`config.mk`:
```
export PLATFORM = sky130hd
export DESIGN_NAME = io_writeback_arbiter
export DESIGN_NICKNAME = d
export VERILOG_FILES = /design/src/rtl/io_arb_pkg.sv /design/src/rtl/io_wb_arb_select.sv /design/src/rtl/io_writeback_arbiter.sv
export SDC_FILE = /design/constraint.sdc
export NUM_CORES = 1
export LEC_CHECK = 0
export CORE_MARGIN = 2
export CORE_UTILIZATION = 38
export DETAILED_ROUTE_END_ITERATION = 12
export PLACE_DENSITY = 0.9
export SETUP_SLACK_MARGIN = 0.15
export SYNTH_ARGS = -nofsm -noshare
export SYNTH_HDL_FRONTEND = slang
export SYNTH_SLANG_ARGS = --single-unit
```
`constraint.sdc`:
```
create_clock -name clk -period 2.87 [get_ports clk]
set_input_delay 0.574 -clock clk [delete_from_list [all_inputs] [get_ports clk]]
set_output_delay 0.574 -clock clk [all_outputs]
set_load 0.02 [all_outputs]
```
`src/rtl/io_arb_pkg.sv`:
```
// Shared types and helpers for the IO writeback arbiter.
// IO_WB_ARB_ROUNDROBIN_EN selects round-robin over fixed priority.
package io_arb_pkg;

   localparam int unsigned IOWB_MAXPORTS = 8;
   localparam int unsigned IOWB_REGADDRBITS = 4;
   localparam int unsigned IOWB_DATABITS = 16;

   typedef struct packed {
      logic [IOWB_REGADDRBITS-1:0] DestReg;
      logic [IOWB_DATABITS-1:0]    Data;
   } io_wb_entry_t;

   function automatic int unsigned wrapAdd(int unsigned a, int unsigned b, int unsigned m);
      return (a + b) % m;
   endfunction

endpackage

```
`src/rtl/io_wb_arb_select.sv`:
```
// Combinational winner selection: one-hot grant plus its index.
// IO_WB_ARB_ROUNDROBIN_EN scans from Ptr; otherwise lowest index wins.
module io_wb_arb_select
   import io_arb_pkg::*;
#(
   parameter int unsigned PORTS = 4,
   localparam int unsigned IDXW = $clog2(PORTS)
) (
   input  logic [PORTS-1:0] Req_In,
`ifdef IO_WB_ARB_ROUNDROBIN_EN
   input  logic [IDXW-1:0]  Ptr,
`endif
   output logic [PORTS-1:0] Grant,
   output logic [IDXW-1:0]  WinIdx,
   output logic             AnyReq
);

   assign AnyReq = |Req_In;

`ifdef IO_WB_ARB_ROUNDROBIN_EN
   always_comb begin
      int unsigned idx;
      logic found;
      idx    = 0;
      found  = 1'b0;
      WinIdx = '0;
      for (int unsigned k = 0; k < PORTS; k++) begin
         idx = wrapAdd(int'(Ptr), k, PORTS);
         if (!found && Req_In[idx]) begin
            found  = 1'b1;
            WinIdx = IDXW'(idx);
         end
      end
   end
`else
   always_comb begin
      WinIdx = '0;
      // Descending scan so the lowest set index is the last writer.
      for (int k = PORTS - 1; k >= 0; k--) begin
         if (Req_In[k]) WinIdx = IDXW'(k);
      end
   end
`endif

   always_comb begin
      Grant = '0;
      if (AnyReq) Grant[WinIdx] = 1'b1;
   end

endmodule

```
`src/rtl/io_writeback_arbiter.sv`:
```
// Arbitrates PORTS IO responders onto the single CPU writeback channel.
// IO_WB_ARB_ROUNDROBIN_EN enables the rotating priority pointer.
module io_writeback_arbiter
   import io_arb_pkg::*;
#(
   parameter int unsigned PORTS        = 4,
   parameter int unsigned DATABITWIDTH = 16,
   parameter int unsigned REGADDRBITS  = 4,
   localparam int unsigned IDXW        = $clog2(PORTS)
) (
   input  logic                            clk,
   input  logic                            sync_rst,
   input  logic                            clk_en,
   input  logic [PORTS-1:0]                Req_In,
   output logic [PORTS-1:0]                Ack_Out,
   input  logic [PORTS*REGADDRBITS-1:0]    DestReg_In,
   input  logic [PORTS*DATABITWIDTH-1:0]   Data_In,
   output logic                            WB_REQ,
   input  logic                            WB_ACK,
   output logic [REGADDRBITS-1:0]          WB_DestReg,
   output logic [DATABITWIDTH-1:0]         WB_Data,
   output logic [IDXW-1:0]                 GrantIdx
);

   logic                    fullQ;
   logic [REGADDRBITS-1:0]  destRegQ;
   logic [DATABITWIDTH-1:0] dataQ;
   logic [IDXW-1:0]         grantIdxQ;
   logic [PORTS-1:0]        grant;
   logic [IDXW-1:0]         winIdx;
   logic                    anyReq;
   logic                    load;

`ifdef IO_WB_ARB_ROUNDROBIN_EN
   logic [IDXW-1:0] ptrQ;
`endif

   io_wb_arb_select #(
      .PORTS(PORTS)
   ) uSelect (
      .Req_In (Req_In),
`ifdef IO_WB_ARB_ROUNDROBIN_EN
      .Ptr    (ptrQ),
`endif
      .Grant  (grant),
      .WinIdx (winIdx),
      .AnyReq (anyReq)
   );

   // Reset gates the load so no requester sees an accept it would then lose.
   assign load    = clk_en & ~sync_rst & (~fullQ | WB_ACK) & anyReq;
   assign Ack_Out = load ? grant : '0;

   always_ff @(posedge clk) begin
      if (sync_rst) begin
         fullQ     <= 1'b0;
         destRegQ  <= '0;
         dataQ     <= '0;
         grantIdxQ <= '0;
`ifdef IO_WB_ARB_ROUNDROBIN_EN
         ptrQ      <= '0;
`endif
      end else if (load) begin
         fullQ     <= 1'b1;
         destRegQ  <= DestReg_In[int'(winIdx)*REGADDRBITS +: REGADDRBITS];
         dataQ     <= Data_In[int'(winIdx)*DATABITWIDTH +: DATABITWIDTH];
         grantIdxQ <= winIdx;
`ifdef IO_WB_ARB_ROUNDROBIN_EN
         ptrQ      <= IDXW'(wrapAdd(int'(winIdx), 1, PORTS));
`endif
      end else if (clk_en && fullQ && WB_ACK) begin
         fullQ <= 1'b0;
      end
   end

   assign WB_REQ     = fullQ;
   assign WB_DestReg = destRegQ;
   assign WB_Data    = dataQ;
   assign GrantIdx   = grantIdxQ;

endmodule
```
==> qor.txt <==
cell area after synthesis: 0.00161 mm2
worst vdd rail ir drop: 0.221 mV
num rows: 23
root buffer cell: clkbuf_8
Top Family by Delay on Critical Path: buffers and inverters
Post-CTS Setup Repair Bufs: 0
DR DRC count: 0
Die Ht: 69.1 um
# hold bufs at CTS: 0
worst reg2reg path depth: 4
post-synthesis register bit count: 23
utilization after layout: 72.5%
share of cells above drive strength 1: 9.03%
# nets final: 410
gr usage total: 25.4%
drt pass-1 iters: 4
CP max stage delay: 600 ps
Initial Utilization: 40.0%
Area growth syn-to-layout: 81.4%
Max-Cap Viols: 0
CP startpoint kind: input port
RSZ-0062 raised after global routing: false
HP Class: flip-flop to flip-flop
register area share after synthesis: 28.6%
RR Endpoint: WB_Data[4]
GRT overflow: 0
Fin. Hold Viols: 0
worst skew pair latency: 270 ps
first-pass GRT wire length: 10.0 mm
total wire length: 6.01 mm
Worst Path Max Fanout: 8
number of global-route vias before repair: 2108
via count: 1998
initial antenna violation count: 0
Post-Syn Instances: 205
Max Root-Sink Buffers: 2
gpl congestion: 0.839
Hold Crit Endpoint: WB_Data[6]
crit share post-route: 87.9%
nature of the critical path endpoint: primary output
most common cell after layout, fill and taps aside: clkdlybuf4s50_1
core area: 0.00403 mm2
clock slew at reported path FFs: 80 ps
status: finished clean
boundary pin count: 115
Yosys cell types: 30
pwr/cell area: 324 mW/mm2
clock skew: 7.18 ps
LEAKAGE: 1.16 nW
Hold Path Origin: WB_Data[6]
Synth area leader: dfxtp_1
CTS H-Tree Depth: 1
Ant. Diodes: 0
YS warnings: 0
Synth top area share: 28.6%
Avg Inst Size Synth: 7.86 um2
setup_tns: 0 ps
worst rel slew slack: 68.8%
post-route ant nets: 0
largest net degree at the start of global routing: 37
Final min period: 2520 ps
reg-to-reg startpoint: WB_REQ
kind of critical path: input port to primary output
crit-path cells: clkdlybuf4s50_1 -> clkinv_1 -> buf_4 -> and3_1 -> dlygate4sd2_1
Port Buffer Count: 114
Horiz. Die Dim: 69.1 um
slowest CP cell: clkdlybuf4s50_1
Die Area: 0.00478 mm2
Place WS: 81.4 ps
Data arrival, critical path: 1950 ps
TritonCTS clock tree: yes
syn nets: 293
worst hold stages: 2
most frequent cells in the layout: 110 x clkdlybuf4s50_1, 23 x dfxtp_1, 22 x nand2b_1
post-DP HPWL: 4.48 mm
Req. time, crit path: 2300 ps
CTS Sinks: 23
Worst Tran Pin Value: 468 ps
per-cell routed wire length: 16.2 um
f_max: 396 MHz
via density per instance: 5.39
final setup margin: 347 ps
Synth area leaders: dfxtp_1 29%, a211oi_1 9.8%, a32o_1 8.7%
final setup vio count: 0
cts bufs inserted: 3
DRT iter0 DRCs: 113
Crit path buffers/inverters: 4
reg2reg setup slack: 1520 ps
Slew Limit Fails: 0
[per-stage QoR]
stage | hold slack (ps) | instance area [um2] | std cells | power [mW]
after global placement | 448 | 2880 | 367 | 0.737
after floorplan | 537 | 1610 | 205 | 0.523
after global routing | 490 | 2920 | 371 | 0.994
final | 465 | 2920 | 371 | 0.948
after CTS | 471 | 2920 | 371 | 0.950
after detailed placement | 454 | 2880 | 367 | 0.745
[synth_stat cells]
library cell,instances
a21o_1,6
buf_1,2
a22oi_1,1
a31oi_1,1
a32oi_1,6
nor3_1,2
nor2_1,3
nand2_1,21
o32a_1,1
buf_2,6
clkinv_1,1
nand3_1,1
a31oi_4,1
nor2b_1,16
a32o_1,14
o22ai_1,6
dfxtp_1,23
clkbuf_1,10
or4_4,1
nor3b_1,1
and3_1,3
inv_1,16
a211oi_1,21
buf_6,1
nor4b_2,1
o31ai_1,14
a21oi_1,1
or2_2,2
o21ai_0,1
nand2b_1,22
[per-layer routing]
layer / up-vias / global-route usage, % / share of wire, %
met2: 78 / 44.3 / 50
met3: 6 / 4.97 / 6.4
met4: 0 / 6.10 / 1.0
li1: 984 / - / -
met5: - / 0 / 0
met1: 930 / 31.9 / 43
[timing repair]
action                                  4_1_cts  5_1_grt
pin swaps                                     0        0
resized for setup                             3        1
endpoints found under the setup margin        3        1
[flip-flops by register name, indices dropped and copies added, names as in the netlist]
name	count
GrantIdx	2
WB_DestReg	4
WB_Data	16
WB_REQ	1
[cells by family (layout without fill, tap and decap cells)]
group                  count (synthesis)  count (layout)  synth area share (%)
AO/OA/AOI/OAI                         73              73                  36.8
buffers and inverters                 36             152                  9.32
flip-flops                            23              23                  28.6
AND/OR/NAND/NOR                       73              73                  25.3
[layout make-up]
cell class                      count  area, um2
Timing Repair Buffer              131       1270
Multi-Input combinational cell    146       1020
Sequential cell                    23        460
Inverter                           17       63.8
Clock buffer                        3       41.3
Tap cell                           50       62.6
Clock inverter                      1       5.00
Fill cell                         338       1110
[power by group]
group	switching [mW]	internal (mW)	leakage, nW	total [mW]
combinational	0.156	0.222	0.947	0.377
sequential	0.0140	0.347	0.190	0.361
clock	0.113	0.0971	0.0255	0.210
[worst reg2reg max path, stage by stage, from the launching register on]
cell	delay, ps
dfxtp_1	370
nor2b_2	240
buf_4	300
a211oi_1	90
a32o_1	260
[worst max-delay path by stage]
stage,start,end,slack (ps),cells after the start
5_1_grt,Req_In[0],Ack_Out[1],250,5
3_5_place_dp,Req_In[0],Ack_Out[3],80,4
6_report,Req_In[0],Ack_Out[1],350,5
2_1_floorplan,Req_In[0],Ack_Out[2],810,4
3_3_place_gp,Req_In[0],Ack_Out[3],100,4
4_1_cts,Req_In[1],Ack_Out[2],150,4
(Power assumes the default switching activity.)
==> RTL edit 1: new RTL, same settings <==
`PORTS` is set to 4 in 2 places; all go to 8.
--- a/src/rtl/io_wb_arb_select.sv
+++ b/src/rtl/io_wb_arb_select.sv
@@ -3,7 +3,7 @@
 module io_wb_arb_select
    import io_arb_pkg::*;
 #(
-   parameter int unsigned PORTS = 4,
+   parameter int unsigned PORTS = 8,
    localparam int unsigned IDXW = $clog2(PORTS)
 ) (
    input  logic [PORTS-1:0] Req_In,
--- a/src/rtl/io_writeback_arbiter.sv
+++ b/src/rtl/io_writeback_arbiter.sv
@@ -3,7 +3,7 @@
 module io_writeback_arbiter
    import io_arb_pkg::*;
 #(
-   parameter int unsigned PORTS        = 4,
+   parameter int unsigned PORTS        = 8,
    parameter int unsigned DATABITWIDTH = 16,
    parameter int unsigned REGADDRBITS  = 4,
    localparam int unsigned IDXW        = $clog2(PORTS)
Ports: changed (5 resized); port bits go from 115 to 204. No check against the original RTL was run, so the function may have changed too.
==> RTL edit 1 against the original RTL <==
Critical path depth up 2. Synthesized cell count up 40%. Sequential power up 8.6%. Via count up 81%. Register-to-register slack worse by 0.49 ns. Routed wire length up 90%. Power up 37%. Final area up 60%. Global-route usage up 7.5 points. Combinational power up 76%. Sequential cell count up 1. Critical endpoint is now Ack_Out[4]. Setup slack worse by 0.14 ns. Area after synthesis up 41%.
==> RTL edit 1: results <==
outcome:
  status: "complete, no violations"
synth:
  yosys-top-cells-count: "32 x a21oi_1, 31 x a31oi_1, 30 x a221oi_1, 24 x dfxtp_1"
  yosysSeqAreaShare_pct: 21.1
  synth.area.top_cells: "dfxtp_1 21%, a221oi_1 12%, a31oi_1 8.5%"
  postSynthCellCount: 288
  synth.distinct_cells: 47
place:
  place_worst_setup_slack_ns: -0.333
  place.gp.congestion: 0.910
  placed_area_um2: 4640
  io_buffers: 203
  hpwl_um: 9050
  dpl.cell_count: 577
sta:
  clock_skew_ns: 0.00497
  worst_slew_pin_slew_ns: 0.407
routing:
  via_per_inst: 6.21
  met3WireLength_um: 1120
  wl_um: 11400
  initialDrtViolationCount: 243
  drt-met1-wl_um: 4130
  num_vias: 3609
  wl_met2_um: 5780
power_and_ir_drop:
  p_comb_uw: 662
  p_leak_uw: 0.00166
  vdd_drop_max_v: 0.000210
  total_power_uw: 1300
  power_frac_seq_pct: 30.2
layout:
  drive_gt1_share_pct: 15.8
  final_nets: 679
global_route:
  track_usage_pct: 32.9
  grt_max_degree: 41
  grt_pass1_vias: 3517
floorplan:
  start_util_pct: 38.9
setup_path:
  cp_slowest_stage_delay_ns: 0.46
  crit_arrival_ns: 2.09
  cp_max_fo: 4
clock_tree:
  cts_made_buffers: 3
  clk_latency_ns: 0.27
==> RTL edit 1: cell count changes in the layout (fill, tap and decap cells not counted), sizes merged, moves of 15 or more <==
cell | before | now
and4 | 0 | 15
a221oi | 0 | 30
or4 | 1 | 16
nand2b | 22 | 2
a31oi | 2 | 31
o311ai | 0 | 15
clkdlybuf4s50 | 110 | 195
buf | 17 | 49
inv | 16 | 1
a21oi | 1 | 32
or3 | 0 | 15
nand2 | 21 | 3
==> RTL edit 1: timing repair <==
item | in CTS | in global routing
pin swaps | 0 | 1
gates resized for setup | 20 | 11
endpoints found under the setup margin | 8 | 6
buffers inserted | 0 | 0
==> RTL edit 1: layout make-up <==
class | count | area, µm²
Timing Repair Buffer | 249 | 2380
Inverter | 1 | 3.75
Sequential cell | 24 | 480
Fill cell | 394 | 1170
Tap cell | 75 | 93.8
Clock buffer | 4 | 55.1
Multi-Input combinational cell | 228 | 1680
==> RTL edit 1: kinds of logic after synthesis <==
group | after synthesis | share of synthesized area (%)
AND/OR/NAND/NOR | 83 | 25.0
multiplexers | 1 | 0.439
flip-flops | 24 | 21.1
AO/OA/AOI/OAI | 144 | 45.7
buffers and inverters | 36 | 7.69
==> RTL edit 1: path summary, 6_finish.rpt <==
kind | startpoint | end | slack (ns) | cells after the start
hold reg to reg | GrantIdx[0] | GrantIdx[0] | 0.48 | 2
setup / recovery | Req_In[3] | Ack_Out[4] | 0.21 | 7
hold / removal | GrantIdx[0] | GrantIdx[0] | 0.48 | 2
setup reg to reg | WB_REQ | GrantIdx[1] | 1.03 | 7
==> RTL edit 1: routing by layer <==
metal / vias to the layer above / track usage [%]
met2: 223 / 58.3
li1: 1674 / -
met5: - / 0
met4: 0 / 15.8
met1: 1677 / 37.8
met3: 35 / 6.15
==> RTL edit 2: new RTL, config.mk and constraints unchanged <==
Without the edit above. Make the reset (`sync_rst`) asynchronous in one clocked block.
--- a/src/rtl/io_writeback_arbiter.sv
+++ b/src/rtl/io_writeback_arbiter.sv
@@ -51,7 +51,7 @@
    assign load    = clk_en & ~sync_rst & (~fullQ | WB_ACK) & anyReq;
    assign Ack_Out = load ? grant : '0;
 
-   always_ff @(posedge clk) begin
+   always_ff @(posedge clk or posedge sync_rst) begin
       if (sync_rst) begin
          fullQ     <= 1'b0;
          destRegQ  <= '0;
Function: differs if sync_rst is asserted again (counterexample within 4 cycles, from zero or initial values and one cycle with sync_rst high); with sync_rst held inactive, the same outputs for 10 cycles.
==> RTL edit 2 against the original RTL <==
Area after synthesis grew 24%. Power increased by 31%. Register-to-register slack worse by 0.09 ns. Final area rose by 10%. Routed wire length rose by 13%. Sequential cell count did not move. Setup slack lost 0.042 ns. Fmax down 1.6%. Die area grew 23%. Largest cell class unchanged.
==> RTL edit 2: results <==
synth:
  yosys-top-cells-count: "39 x a31oi_1, 25 x clkbuf_1, 23 x dfrtp_1, 21 x inv_1, 21 x o21ai_0"
  synth.avg_cell_area_um2: 7.84
  synth_top_area_share_pct: 28.8
  synthArstFlopShare_pct: 100
global_route:
  grt_pass1_vias: 2272
  grt_pass1_wl_um: 11000
place:
  place.gp.congestion: 0.783
  place_worst_setup_slack_ns: 0.00742
  hpwl_um: 4890
setup_path:
  r2r-end: "WB_Data[15]"
  startpoint: "clk_en"
  rrSetupSlack_ns: 1.43
  regToRegStartpoint: "WB_REQ"
sta:
  clock_skew_ns: 0.00455
  whs_ns: 0.522
  worst_slew_pin_slew_ns: 0.915
  period_needed_ns: 2.57
layout:
  drive_gt1_share_pct: 5.93
  final_nets: 443
routing:
  num_vias: 2401
  wl_um: 6820
  routedWlPerCell_um: 16.1
power_and_ir_drop:
  vdd_drop_max_v: 0.000209
outcome:
  status: "complete, no violations"
hold_path:
  min-delay-start: "WB_REQ"
## RTL edit 2: layer usage
metal / vias to the layer above / wire length (µm) / share of wire [%] / global-route usage (%)
met2: 113 / 3480 / 51 / 42.6
li1: 1134 / - / - / -
met3: 2 / 587 / 8.6 / 4.15
met4: 0 / 21 / 0.31 / 3.27
met1: 1152 / 2740 / 40 / 27.7
met5: - / 0 / 0 / 0
## RTL edit 2: worst min-delay path by stage
stage,to,cells past startpoint
floorplan,GrantIdx[0],1
global placement,WB_REQ,1
detailed placement,WB_REQ,1
CTS,WB_REQ,1
global route,WB_REQ,1
finish,WB_REQ,1
## RTL edit 2: area by class of cell
type                    count  area, µm²  area share (%)
inverters                  21       78.8            2.45
flip-flops and latches     23        576            17.9
multi-input cells         180       1210            37.5
repair buffers            126       1220            38.0
clock buffers               4       45.0            1.40
well taps                  70       87.6            2.72
## RTL edit 2: critical path, delay by kind of cell
| kind | cells | cell delay, ns |
|---|---|---|
| simple gates | 3 | 0.58 |
| buf+inv | 2 | 0.83 |
## RTL edit 2: logic make-up after synthesis
group,count (synthesis),synth area share [%]
AO/OA/AOI/OAI,105,33.4
buffers and inverters,52,10.9
flip-flops,23,28.8
AND/OR/NAND/NOR,75,26.9
## RTL edit 2: where the power goes
part | switching (µW) | total, µW | internal [µW]
Combinational | 275 | 603 | 328
Sequential | 38.7 | 431 | 392
Clock | 108 | 208 | 99.2
Total | 422 | 1240 | 820
## RTL edit 2: timing repair
action | in CTS | in global routing
endpoints found under the setup margin | 3 | 2
gates resized for setup | 3 | 4
pin swaps | 0 | 0
setup buffers | 0 | 0
